--- src/rtl/fa16_addsub_c_if.sv ---
// -----------------------------------------------------------------------------
// fa16_addsub_c_if
// Operand/result bundle for the 16-bit ALU adder/subtractor.
//
//   A, B    operands (WIDTH bits)
//   PSW_C   current PSW carry flag
//   ALUop   0 = add, 1 = subtract
//   Flag    0 = implicit carry-in, 1 = use PSW_C as carry-in
//   Sum     registered result (WIDTH bits)
//   Cout    registered carry-out of bit WIDTH-1
//
// master : the side that issues operands (ALU control / testbench)
// slave  : the adder itself
// -----------------------------------------------------------------------------
interface fa16_addsub_c_if #(
   parameter int WIDTH = 16
);
   logic [WIDTH-1:0] A;
   logic [WIDTH-1:0] B;
   logic             PSW_C;
   logic             ALUop;
   logic             Flag;
   logic [WIDTH-1:0] Sum;
   logic             Cout;

   modport master (
      output A, B, PSW_C, ALUop, Flag,
      input  Sum, Cout
   );

   modport slave (
      input  A, B, PSW_C, ALUop, Flag,
      output Sum, Cout
   );
endinterface : fa16_addsub_c_if

--- src/rtl/fa16_addsub_c.sv ---
// -----------------------------------------------------------------------------
// fa16_addsub_c
// Registered WIDTH-bit adder/subtractor with optional carry chaining from the
// PSW carry flag (ADD / SUB / ADC / SBC). One-cycle latency, one result per
// cycle, no enable.
//
//   clk    system clock, rising-edge active
//   rst_n  asynchronous active-low reset; clears Sum and Cout immediately
//   bus    fa16_addsub_c_if.slave: operands A/B, PSW_C, ALUop, Flag in;
//          Sum/Cout out
//
// Cout is the raw adder carry. On subtraction Cout=1 means "no borrow".
// -----------------------------------------------------------------------------
module fa16_addsub_c #(
   parameter int WIDTH = 16
) (
   input  logic               clk,
   input  logic               rst_n,
   fa16_addsub_c_if.slave     bus
);

   logic [WIDTH-1:0] b_x;      // conditioned operand B
   logic             cin;      // selected carry-in
   logic [WIDTH:0]   carry;    // carry[i] enters bit i; carry[WIDTH] is carry-out
   logic [WIDTH-1:0] sum_d;
   logic [WIDTH-1:0] sum_q;
   logic             cout_q;

   // Subtraction is A + ~B + 1; the "+1" is the carry-in unless the PSW
   // carry is chained in for ADC/SBC.
   always_comb begin
      // NOTE: every always_comb output gets a default first so no path can
      // leave it unassigned and infer a latch.
      b_x   = bus.ALUop ? ~bus.B : bus.B;
      cin   = bus.Flag ? bus.PSW_C : bus.ALUop;
      carry = '0;
      sum_d = '0;

      carry[0] = cin;
      // Ripple chain of full-adder cells, LSB first.
      for (int i = 0; i < WIDTH; i++) begin
         sum_d[i]   = bus.A[i] ^ b_x[i] ^ carry[i];
         carry[i+1] = (bus.A[i] & b_x[i]) | (carry[i] & (bus.A[i] ^ b_x[i]));
      end
   end

   // NOTE: sequential state uses non-blocking assignments so every register
   // samples the pre-edge values regardless of statement order.
   always_ff @(posedge clk or negedge rst_n) begin
      if (!rst_n) begin
         sum_q  <= '0;
         cout_q <= 1'b0;
      end else begin
         sum_q  <= sum_d;
         cout_q <= carry[WIDTH];
      end
   end

   assign bus.Sum  = sum_q;
   assign bus.Cout = cout_q;

endmodule : fa16_addsub_c

--- src/flat_wrapper.sv ---
// flat-port wrapper written by rule: the top's interface ports become plain ports
module fa16_addsub_c_flat 
#(
   parameter int WIDTH = 16
)
  (clk, rst_n, bus_A, bus_B, bus_PSW_C, bus_ALUop, bus_Flag, bus_Sum, bus_Cout);
  fa16_addsub_c_if #(.WIDTH(WIDTH)) bus_i ();
  input  logic clk;
  input  logic rst_n;
  input wire logic [$bits(bus_i.A)-1:0] bus_A;
  input wire logic [$bits(bus_i.B)-1:0] bus_B;
  input wire logic [$bits(bus_i.PSW_C)-1:0] bus_PSW_C;
  input wire logic [$bits(bus_i.ALUop)-1:0] bus_ALUop;
  input wire logic [$bits(bus_i.Flag)-1:0] bus_Flag;
  output wire logic [$bits(bus_i.Sum)-1:0] bus_Sum;
  output wire logic [$bits(bus_i.Cout)-1:0] bus_Cout;
  assign bus_i.A = bus_A;
  assign bus_i.B = bus_B;
  assign bus_i.PSW_C = bus_PSW_C;
  assign bus_i.ALUop = bus_ALUop;
  assign bus_i.Flag = bus_Flag;
  assign bus_Sum = bus_i.Sum;
  assign bus_Cout = bus_i.Cout;
  fa16_addsub_c #(.WIDTH(WIDTH)) u_core (.clk(clk), .rst_n(rst_n), .bus(bus_i));
endmodule
--- config.mk ---
export PLATFORM = sky130hd
export DESIGN_NAME = fa16_addsub_c_flat
export DESIGN_NICKNAME = d
export VERILOG_FILES = /design/src/rtl/fa16_addsub_c_if.sv /design/src/rtl/fa16_addsub_c.sv /design/src/flat_wrapper.sv
export SDC_FILE = /design/constraint.sdc
export NUM_CORES = 1
export LEC_CHECK = 0
export BUFFER_PORTS_ARGS = -buffer_cell sky130_fd_sc_hd__buf_4
export CAP_MARGIN = 20
export CORE_MARGIN = 2
export CORE_UTILIZATION = 48
export DETAILED_ROUTE_END_ITERATION = 8
export GPL_TIMING_DRIVEN = 0
export HOLD_SLACK_MARGIN = 0.06
export PLACE_DENSITY = 0.89
export SLEW_MARGIN = 20
export SYNTH_ARGS = -nofsm -noshare
export SYNTH_HDL_FRONTEND = slang
export SYNTH_SLANG_ARGS = --single-unit
--- constraint.sdc ---
create_clock -name clk -period 0.8 [get_ports clk]
set_input_delay 0.2 -clock clk [delete_from_list [all_inputs] [get_ports clk]]
set_output_delay 0.2 -clock clk [all_outputs]
set_load 0.05 [all_outputs]
==> reports/metrics.csv, run 1 <==
metric,value,unit
status,finished with violations,
failing checks,setup timing,
largest area contributor in the netlist,dfrtp_1,
CP max-delay cell,fa_1,
Seq cells post-synth,17,
share of cells above drive strength 1,0.6312,
HP Class,primary input to flop,
Post-DRT Antenna Nets,0,
drt first-iter violations,0,
mapped cell area,1041,µm²
DRT Wirelength,2.151,mm
"Reg clk slew, reported paths",90,ps
syn nets,135,
routability cong.,0.6688,
clock sink count,17,
Flop pwr share,0.306,
CP Buf/Inv Count,3,
main flop type after synthesis,dfrtp_1,
Unique masters post-synth,8,
CP max FO,1,
CTS tree,built,
PwrDens,2401,nW/µm²
RSZ-0062 raised after global routing,true,
Initial DRT Pass Iterations,1,
dpl hpwl,1.694,mm
clock network fraction of design power,0.116,
Synth Area in XOR/XNOR,0.1346,
Final Hold Vio Count,0,
max-cap violations,0,
Tcrit/Tclk final,7.338,
cell internal pwr,2.191,mW
WP data arrival,6040,ps
syn_area_per_cell,12.70,µm²
post-synthesis simple-gate area fraction,0,
total track usage,0.2082,
final worst setup slack,-5070,ps
area grow syn2layout,58.17,%
most common library cells after synthesis,"inv_1, dfrtp_1, fa_1",
Num CTS Buffers,3,
Crit Path Category,primary input to flop,
CORE AREA,2002,µm²
floorplan row count,16,
IO Pins,54,
most frequent cell after synthesis,inv_1,
Root Driver,clkbuf_4,
CP max stage delay,400,ps
Slew headroom,0.8278,
number of port buffers,52,
register area share after synthesis,0.4087,
post-synthesis instance total,82,
CP endpoint kind,flop,
Pins Over Slew Limit,0,
n_diodes,0,
VDD IR max,1.779,mV
Lkg Pwr,0.8202,nW
Final setup viols,34,
vias in the first global route,784,
first-pass GRT wire length,3.670,mm
Max Clk Rate,170.4,MHz
die height,50.57,µm
Yosys top cell area share,0.4087,
Starting Density,0.5200,
Slew @ Worst Pin,256.5,ps
drt drc,0,
fin nets,195,
CP Cell Sequence,buf_6 > xor2_2 > fa_2 > inv_2 > fa_2 > fa_2 > fa_2 > fa_2 > fa_2 > fa_2 > fa_2 > fa_2 > fa_2 > fa_2 > fa_2 > fa_2 > fa_2 > fa_2 > inv_2 > fa_1,
Comb pwr share,0.577,
clock buffer depth,2,
"delay-heaviest family, CP",adder cells,
Synth Area in Compound Gates,0,
CTS HTree Levels,1,
Via density,4.268,
Worst setup SP type,primary input,
vias,717,
fin crit period,5870,ps
GRT Residual Overflow,0,
Ys Warns,0,
Synth area leaders,"dfrtp_1, fa_1, xnor2_1, inv_1, buf_12",
Net Sw Frac,0.4458,
critical path's most frequent cell,fa_2,
"Core Util, Final",0.8225,
ys async rst share,1.000,
total power after layout,3.954,mW
Post-Synth Adder-Cell Area,0.3077,
"Req. time, crit path",970,ps
NetSw,1.762,mW
die width,50.57,µm
initial antenna violation count,0,
post-synthesis mux area share,0.01082,
area of the die,2557,µm²
largest net degree at the start of global routing,18,
"EDFF count, synth",0,
DR WL/cell,12.80,µm
largest family of logic cells by synthesized area,adder cells,
[metal layers]
layer / GRT usage / up-vias / wire length (µm)
met5: 0 / - / 0
met4: 0.1036 / 0 / 67
met3: 0.02679 / 8 / 140
met2: 0.3947 / 40 / 1220
met1: 0.2240 / 338 / 723
li1: - / 331 / -
[cells by family after synthesis]
logic type,after synthesis
xor gates and xnor gates,16
DFF,17
muxes,1
buffers and inverters,32
adders and majority gates,16
[placed cells by master (no fill, tap or decap)]
cell,count
xnor2_1,14
buf_6,19
xor2_1,1
clkbuf_4,3
xor2_2,1
inv_2,12
clkinv_2,1
dlygate4sd3_1,1
mux2_4,1
buf_4,35
buf_12,2
inv_1,18
fa_2,15
fa_1,1
dfrtp_1,17
[through the flow]
| stage | TNS [ps] | cell area [µm²] | hold WS [ps] | instances | setup slack [ps] |
|---|---|---|---|---|---|
| 6_report | -49480 | 1647 | 182.5 | 168 | -5070 |
| 2_1_floorplan | -49200 | 1095 | -95.59 | 82 | -5212 |
| 4_1_cts | -49740 | 1647 | 183.8 | 168 | -5102 |
| 5_1_grt | -51260 | 1647 | 173.3 | 168 | -5209 |
| 3_5_place_dp | -51650 | 1519 | 71.98 | 161 | -5438 |
| 3_3_place_gp | -50690 | 1519 | 67.06 | 161 | -5352 |
[power by group through the flow]
stage	Sequential, mW	Combinational, mW	Clock, mW
after global placement	1.18	1.97	0
after floorplan	2.09	0.451	0
final	1.21	2.28	0.460
after global routing	1.23	2.44	0.525
after CTS	1.21	2.26	0.460
after detailed placement	1.18	2.06	0
[sequential cells by signal (all words and copies together) (netlist names)]
signal and cells:
u_core.bus.Cout 1, u_core.bus.Sum 16
[path summary, 6_finish.rpt]
check / startpoint / end / slack [ps] / cells after the start
setup / recovery: bus_B[0] / u_core.bus.Sum[15]$_DFF_PN0_ / -5070 / 20
hold / removal: bus_A[15] / u_core.bus.Sum[15]$_DFF_PN0_ / 180 / 2
max in group asynchronous: rst_n / u_core.bus.Sum[0]$_DFF_PN0_ / 320 / 2
min in group asynchronous: rst_n / u_core.bus.Sum[7]$_DFF_PN0_ / 290 / 2
[repair_timing]
action | 4_1_cts | 5_1_grt
gates resized for setup | 26 | 5
buffers inserted | 2 | 0
pin swaps | 0 | 0
setup endpoints to repair | 34 | 34
endpoints found under the hold margin | 17 | 0
hold buffers | 1 | 0
[layout make-up]
| cell class | count | area, µm² |
|---|---|---|
| plain buffers | 2 | 40.04 |
| inverters | 30 | 112.6 |
| multi-input cells | 33 | 520.5 |
| repair buffers | 55 | 486.7 |
| well taps | 27 | 33.78 |
| clock buffers | 3 | 22.52 |
| fillers | 109 | 355.3 |
| flip-flops and latches | 17 | 425.4 |
| clock inverters | 1 | 5.005 |
Power figures use the tool's default switching activity.
==> run 2, diff against run 1 <==
CELL_PAD_IN_SITES_DETAIL_PLACEMENT = 0   (was not set)
CELL_PAD_IN_SITES_GLOBAL_PLACEMENT = 1   (was not set)
CORE_UTILIZATION = 36   (was 48)
HOLD_SLACK_MARGIN = not set   (was 0.06)
==> run 2 against run 1 <==
The run still ends with setup timing left. Hold slack gained 8.5 ps. Sequential power is essentially flat. Clock power shrank 4%. Non-clock buffer count shrank 1. Global-route usage shrank 9.4 points. Die area grew 31%. Final cell count grew 1.8%. First-iteration DRC count grew 15. Fmax grew 0.18%. Worst setup slack gained 10 ps. Critical path type unchanged. Largest cell class is now multi-input gates. Highest routed layer unchanged.
==> reports/metrics.csv, run 2 (same netlist as run 1, synthesis figures left out) <==
metric,value,unit
status,finished with violations,
failing checks,setup timing,
Max Clk Rate,170.7,MHz
Final Hold Vio Count,0,
clock buffer depth,2,
CP max stage delay,400,ps
Starting Density,0.3775,
Initial DRT Pass Iterations,4,
area of the die,3338,µm²
Worst setup SP type,primary input,
Comb pwr share,0.571,
HP Class,primary input to flop,
fin nets,194,
first-pass GRT wire length,2.911,mm
CP max FO,1,
Slew @ Worst Pin,232.2,ps
flip-flop and latch area,425.4,µm²
IO Pins,54,
# fillers,225,
Num CTS Buffers,3,
CP max-delay cell,fa_1,
worst hold slack,191.0,ps
Post-DRT Antenna Nets,0,
Crit Path Category,primary input to flop,
VDD IR max,1.734,mV
vias,693,
CTS HTree Levels,1,
Multi-input gate area,520.5,µm²
largest net degree at the start of global routing,18,
Root Driver,clkbuf_4,
Pins Over Slew Limit,0,
routability cong.,0.6815,
final worst setup slack,-5060,ps
Tcrit/Tclk final,7.325,
CTS tree,built,
critical path's most frequent cell,fa_2,
n_diodes,0,
placed instance count,165,
total track usage,0.1139,
WP data arrival,6030,ps
"most common cell after layout, fill and taps aside",buf_4,
die height,57.78,µm
Lkg Pwr,0.8159,nW
drt first-iter violations,15,
Via density,4.053,
share of cells above drive strength 1,0.6000,
clock network fraction of design power,0.114,
Flop pwr share,0.314,
RSZ-0062 raised after global routing,true,
Slew headroom,0.8441,
area grow syn2layout,57.81,%
Net Sw Frac,0.4379,
PwrDens,2352,nW/µm²
vias in the first global route,745,
Setup crit start,bus_Flag,
CP Cell Sequence,buf_6 > mux2_4 > fa_2 > inv_2 > fa_2 > fa_2 > fa_2 > fa_2 > fa_2 > fa_2 > fa_2 > fa_2 > fa_2 > fa_2 > fa_2 > fa_2 > fa_2 > fa_2 > inv_2 > fa_1,
cell internal pwr,2.172,mW
total power after layout,3.864,mW
CORE AREA,2758,µm²
NetSw,1.692,mW
"Reg clk slew, reported paths",90,ps
clock sink count,17,
max-cap violations,0,
end of the critical path,u_core.bus.Sum[15]$_DFF_PN0_,
floorplan row count,19,
die width,57.78,µm
most frequent cells in the layout,"buf_4, inv_1, buf_6",
final cell count without fillers,171,
DR WL/cell,10.53,µm
number of port buffers,52,
number of flip-flops in the largest register,16,
GRT Residual Overflow,0,
DRT Wirelength,1.800,mm
drt drc,0,
CP endpoint kind,flop,
initial antenna violation count,0,
fin crit period,5860,ps
"Req. time, crit path",970,ps
Final setup viols,34,
dpl hpwl,1.586,mm
## run 2: cell types whose count changed in the layout (fill, tap and decap cells not counted)
cell	change
inv_1	+3
inv_2	-3
buf_4	-1
clkbuf_1	+1
clkinv_2	-1
## run 2: stage by stage
| step | cell area [µm²] | setup TNS, ps | util | setup WS, ps |
|---|---|---|---|---|
| finish | 1643 | -49270 | 0.5957 | -5060 |
| global route | 1643 | -50940 | 0.5957 | -5210 |
| CTS | 1643 | -49720 | 0.5957 | -5098 |
| detailed placement | 1524 | -51660 | 0.5526 | -5443 |
| global placement | 1524 | -50840 | 0.5526 | -5360 |
| floorplan | 1095 | -49200 | - | -5212 |
## run 2: worst min path at each step
| stage | startpoint | cells past startpoint | slack (ps) | to |
|---|---|---|---|---|
| 6_report | bus_A[15] | 2 | 190 | u_core.bus.Sum[15]$_DFF_PN0_ |
| 5_1_grt | bus_A[15] | 2 | 200 | u_core.bus.Sum[15]$_DFF_PN0_ |
| 4_1_cts | bus_A[15] | 2 | 190 | u_core.bus.Cout$_DFF_PN0_ |
| 3_5_place_dp | rst_n | 1 | 70 | u_core.bus.Sum[0]$_DFF_PN0_ |
| 3_3_place_gp | rst_n | 1 | 70 | u_core.bus.Sum[0]$_DFF_PN0_ |
| 2_1_floorplan | rst_n | 0 | -100 | u_core.bus.Cout$_DFF_PN0_ |
## run 2: critical path: cells and delay by family
family / cells / cell delay, ps
multiplexers: 1 / 190
adder cells (fa/ha/maj): 16 / 5450
buffers and inverters: 3 / 190
## run 2: routing by layer
metal,GRT usage,vias up,share of wire
li1,-,330,-
met1,0.1164,333,0.29
met2,0.2305,26,0.64
met3,0.01563,4,0.060
met4,0.03987,0,0.0083
met5,0,-,0
## run 2: final cells by class
| class | instances | area share |
|---|---|---|
| tap | 31 | 0.02361 |
| buffer | 2 | 0.02437 |
| timing repair buffer | 54 | 0.2917 |
| clock buffer | 4 | 0.01599 |
| inverter | 30 | 0.06855 |
| multi-input combinational | 33 | 0.3168 |
| sequential | 17 | 0.2589 |
## run 2: power groups by stage
stage	combinational (mW)	clock [mW]	sequential, mW
5_1_grt	2.35	0.484	1.24
6_report	2.21	0.442	1.22
3_3_place_gp	1.98	0	1.18
3_5_place_dp	2.02	0	1.19
2_1_floorplan	0.451	0	2.09
4_1_cts	2.20	0.462	1.22
## run 2: timing repair
item,4_1_cts,5_1_grt
pin swaps,0,1
hold buffers,1,0
buffers inserted,1,0
endpoints found under the hold margin,17,0
setup endpoints to repair,34,34
resized for setup,21,7
==> run 3, diff against run 2 <==
ABC_AREA = 1   (was not set)
CORE_UTILIZATION = 35   (was 36)
RECOVER_POWER = 50   (was not set)
==> run 3 against run 2 <==
Total power fell by 6.9%. Fmax is 0.93% lower. Global-route usage rose by 3.8 points. The flow still finishes with violations (setup timing). Via count increased by 37%. Critical endpoint unchanged. Final cell count rose by 39%.
==> reports/metrics.csv, run 3 <==
metric,value,unit
Slew @ Worst Pin,412.9,ps
number of flip-flops in the largest register,16,
CP max stage delay,410,ps
die height,61.32,µm
n_diodes,0,
"EDFF count, synth",0,
ys async rst share,1.000,
most frequent cells in the layout,"nand2_1, buf_4, inv_1",
Hold Path End,u_core.bus.Cout$_DFF_PN0_,
mapped cell area,1150,µm²
register area share after synthesis,0.3700,
clock sink count,17,
PwrDens,1992,nW/µm²
CP endpoint kind,flop,
"Req. time, crit path",970,ps
floorplan row count,20,
Initial DRT Pass Iterations,2,
WP data arrival,6080,ps
fin nets,248,
Root Driver,clkbuf_4,
failing checks,setup timing,
Max Clk Rate,169.1,MHz
Worst setup SP type,primary input,
HP Start,bus_A[15],
area grow syn2layout,57.02,%
vias,950,
Starting Density,0.3736,
main flop type after synthesis,dfrtp_1,
VDD IR max,0.6345,mV
Final Hold Vio Count,0,
HP Class,primary input to flop,
clock buffer depth,2,
final cell count without fillers,238,
Unique masters post-synth,7,
fin crit period,5915,ps
Pins Over Slew Limit,0,
syn nets,188,
status,finished with violations,
share of cells above drive strength 1,0.4897,
Lkg Pwr,1.032,nW
final worst setup slack,-5115,ps
Post-DRT Antenna Nets,0,
"Reg clk slew, reported paths",100,ps
CORE AREA,3078,µm²
Comb pwr share,0.553,
Ys Warns,0,
Hold Path Stages,2,
vias in the first global route,1008,
CP Cell Sequence,buf_12 > clkinv_8 > nand2_4 > nand2_4 > fa_2 > inv_2 > fa_2 > fa_2 > fa_2 > fa_2 > fa_2 > fa_2 > fa_2 > fa_2 > fa_2 > fa_2 > fa_2 > fa_2 > fa_2 > fa_2 > inv_2 > fa_2,
largest net degree at the start of global routing,18,
most common library cells after synthesis,"nand2_1, inv_1, dfrtp_1",
largest area contributor in the netlist,dfrtp_1,
critical path's most frequent cell,fa_2,
max-cap violations,0,
cell internal pwr,2.032,mW
DRT Wirelength,2.594,mm
Net Sw Frac,0.4348,
TNS Setup,-49420,ps
placed instance count,231,
RSZ-0062 raised after global routing,true,
clock network fraction of design power,0.125,
syn_area_per_cell,8.517,µm²
Flop pwr share,0.323,
"delay-heaviest family, CP",adder cells,
area of the die,3760,µm²
IO Pins,54,
most frequent cell after synthesis,nand2_1,
initial antenna violation count,0,
routability cong.,0.7398,
first-pass GRT wire length,4.043,mm
dpl ws,-5482,ps
Via density,3.992,
drt first-iter violations,12,
GRT Residual Overflow,0,
Slew headroom,0.7247,
number of port buffers,52,
CP Buf/Inv Count,4,
Num CTS Buffers,3,
Final setup viols,33,
CP max FO,4,
dpl hpwl,2.158,mm
CTS HTree Levels,1,
drt drc,0,
Crit Path Category,primary input to flop,
die width,61.32,µm
CTS tree,built,
CP max-delay cell,fa_2,
Synth area leaders,"dfrtp_1, fa_1, nand2_1, inv_1, buf_6",
"most common cell after layout, fill and taps aside",nand2_1,
Tcrit/Tclk final,7.393,
NetSw,1.564,mW
DR WL/cell,10.90,µm
total track usage,0.1519,
Seq cells post-synth,17,
Yosys top cell area share,0.3700,
post-synthesis instance total,135,
## run 3: per-layer routing
layer	vias up	part of all wire	GRT usage	wire length [µm]
met1	441	0.38	0.1530	986
met4	0	0.010	0.07453	27
met3	2	0.057	0.01471	149
li1	476	-	-	-
met5	-	0	0	0
met2	31	0.55	0.3040	1431
## run 3: how the worst max path moves through the flow
stage	from	to	slack (ps)	depth (start not counted)
2_1_floorplan	bus_ALUop	u_core.bus.Sum[15]$_DFF_PN0_	-5260	22
3_3_place_gp	bus_ALUop	u_core.bus.Sum[15]$_DFF_PN0_	-5390	22
3_5_place_dp	bus_ALUop	u_core.bus.Sum[15]$_DFF_PN0_	-5480	22
4_1_cts	bus_ALUop	u_core.bus.Sum[15]$_DFF_PN0_	-5120	22
5_1_grt	bus_ALUop	u_core.bus.Sum[15]$_DFF_PN0_	-5220	22
6_report	bus_ALUop	u_core.bus.Sum[15]$_DFF_PN0_	-5110	22
## run 3: what timing repair did
item | 4_1_cts | 5_1_grt
gates cloned | 0 | 0
setup endpoints to repair | 33 | 33
hold buffers | 1 | 0
buffers inserted | 2 | 0
hold endpoints to repair | 17 | 0
resized for setup | 22 | 16
## run 3: final cells by class
cell class	count	area, µm²
Tap cell	44	55.05
Multi-Input combinational cell	67	579.3
Buffer	3	38.79
Fill cell	265	1272
Timing Repair Buffer	55	488.0
Inverter	48	192.7
Clock buffer	4	26.28
Sequential cell	17	425.4
## run 3: kinds of logic (layout without fill, tap and decap cells)
group	count (synthesis)	count (layout)	synth area share
adder cells (fa/ha/maj)	16	16	0.2786
flip-flops	17	17	0.3700
AND/OR/NAND/NOR	51	51	0.1665
buffers and inverters	51	110	0.1850
## run 3: power by group through the flow
stage / registers, mW / logic, mW / clock network [mW]
global placement: 1.13 / 1.73 / 0
CTS: 1.16 / 1.95 / 0.478
detailed placement: 1.14 / 1.80 / 0
floorplan: 1.89 / 0.411 / 0
finish: 1.16 / 1.99 / 0.448
global route: 1.18 / 2.13 / 0.503
## run 3: through the flow
| stage | cell area, µm² | utilization | power (mW) | hold WS (ps) |
|---|---|---|---|---|
| after floorplan | 1209 | - | 2.299 | -95.59 |
| after global routing | 1805 | 0.5866 | 3.815 | 203.1 |
| after detailed placement | 1654 | 0.5374 | 2.942 | 74.67 |
| after CTS | 1780 | 0.5785 | 3.593 | 198.2 |
| after global placement | 1654 | 0.5374 | 2.865 | 68.47 |
| final | 1805 | 0.5866 | 3.596 | 213.6 |
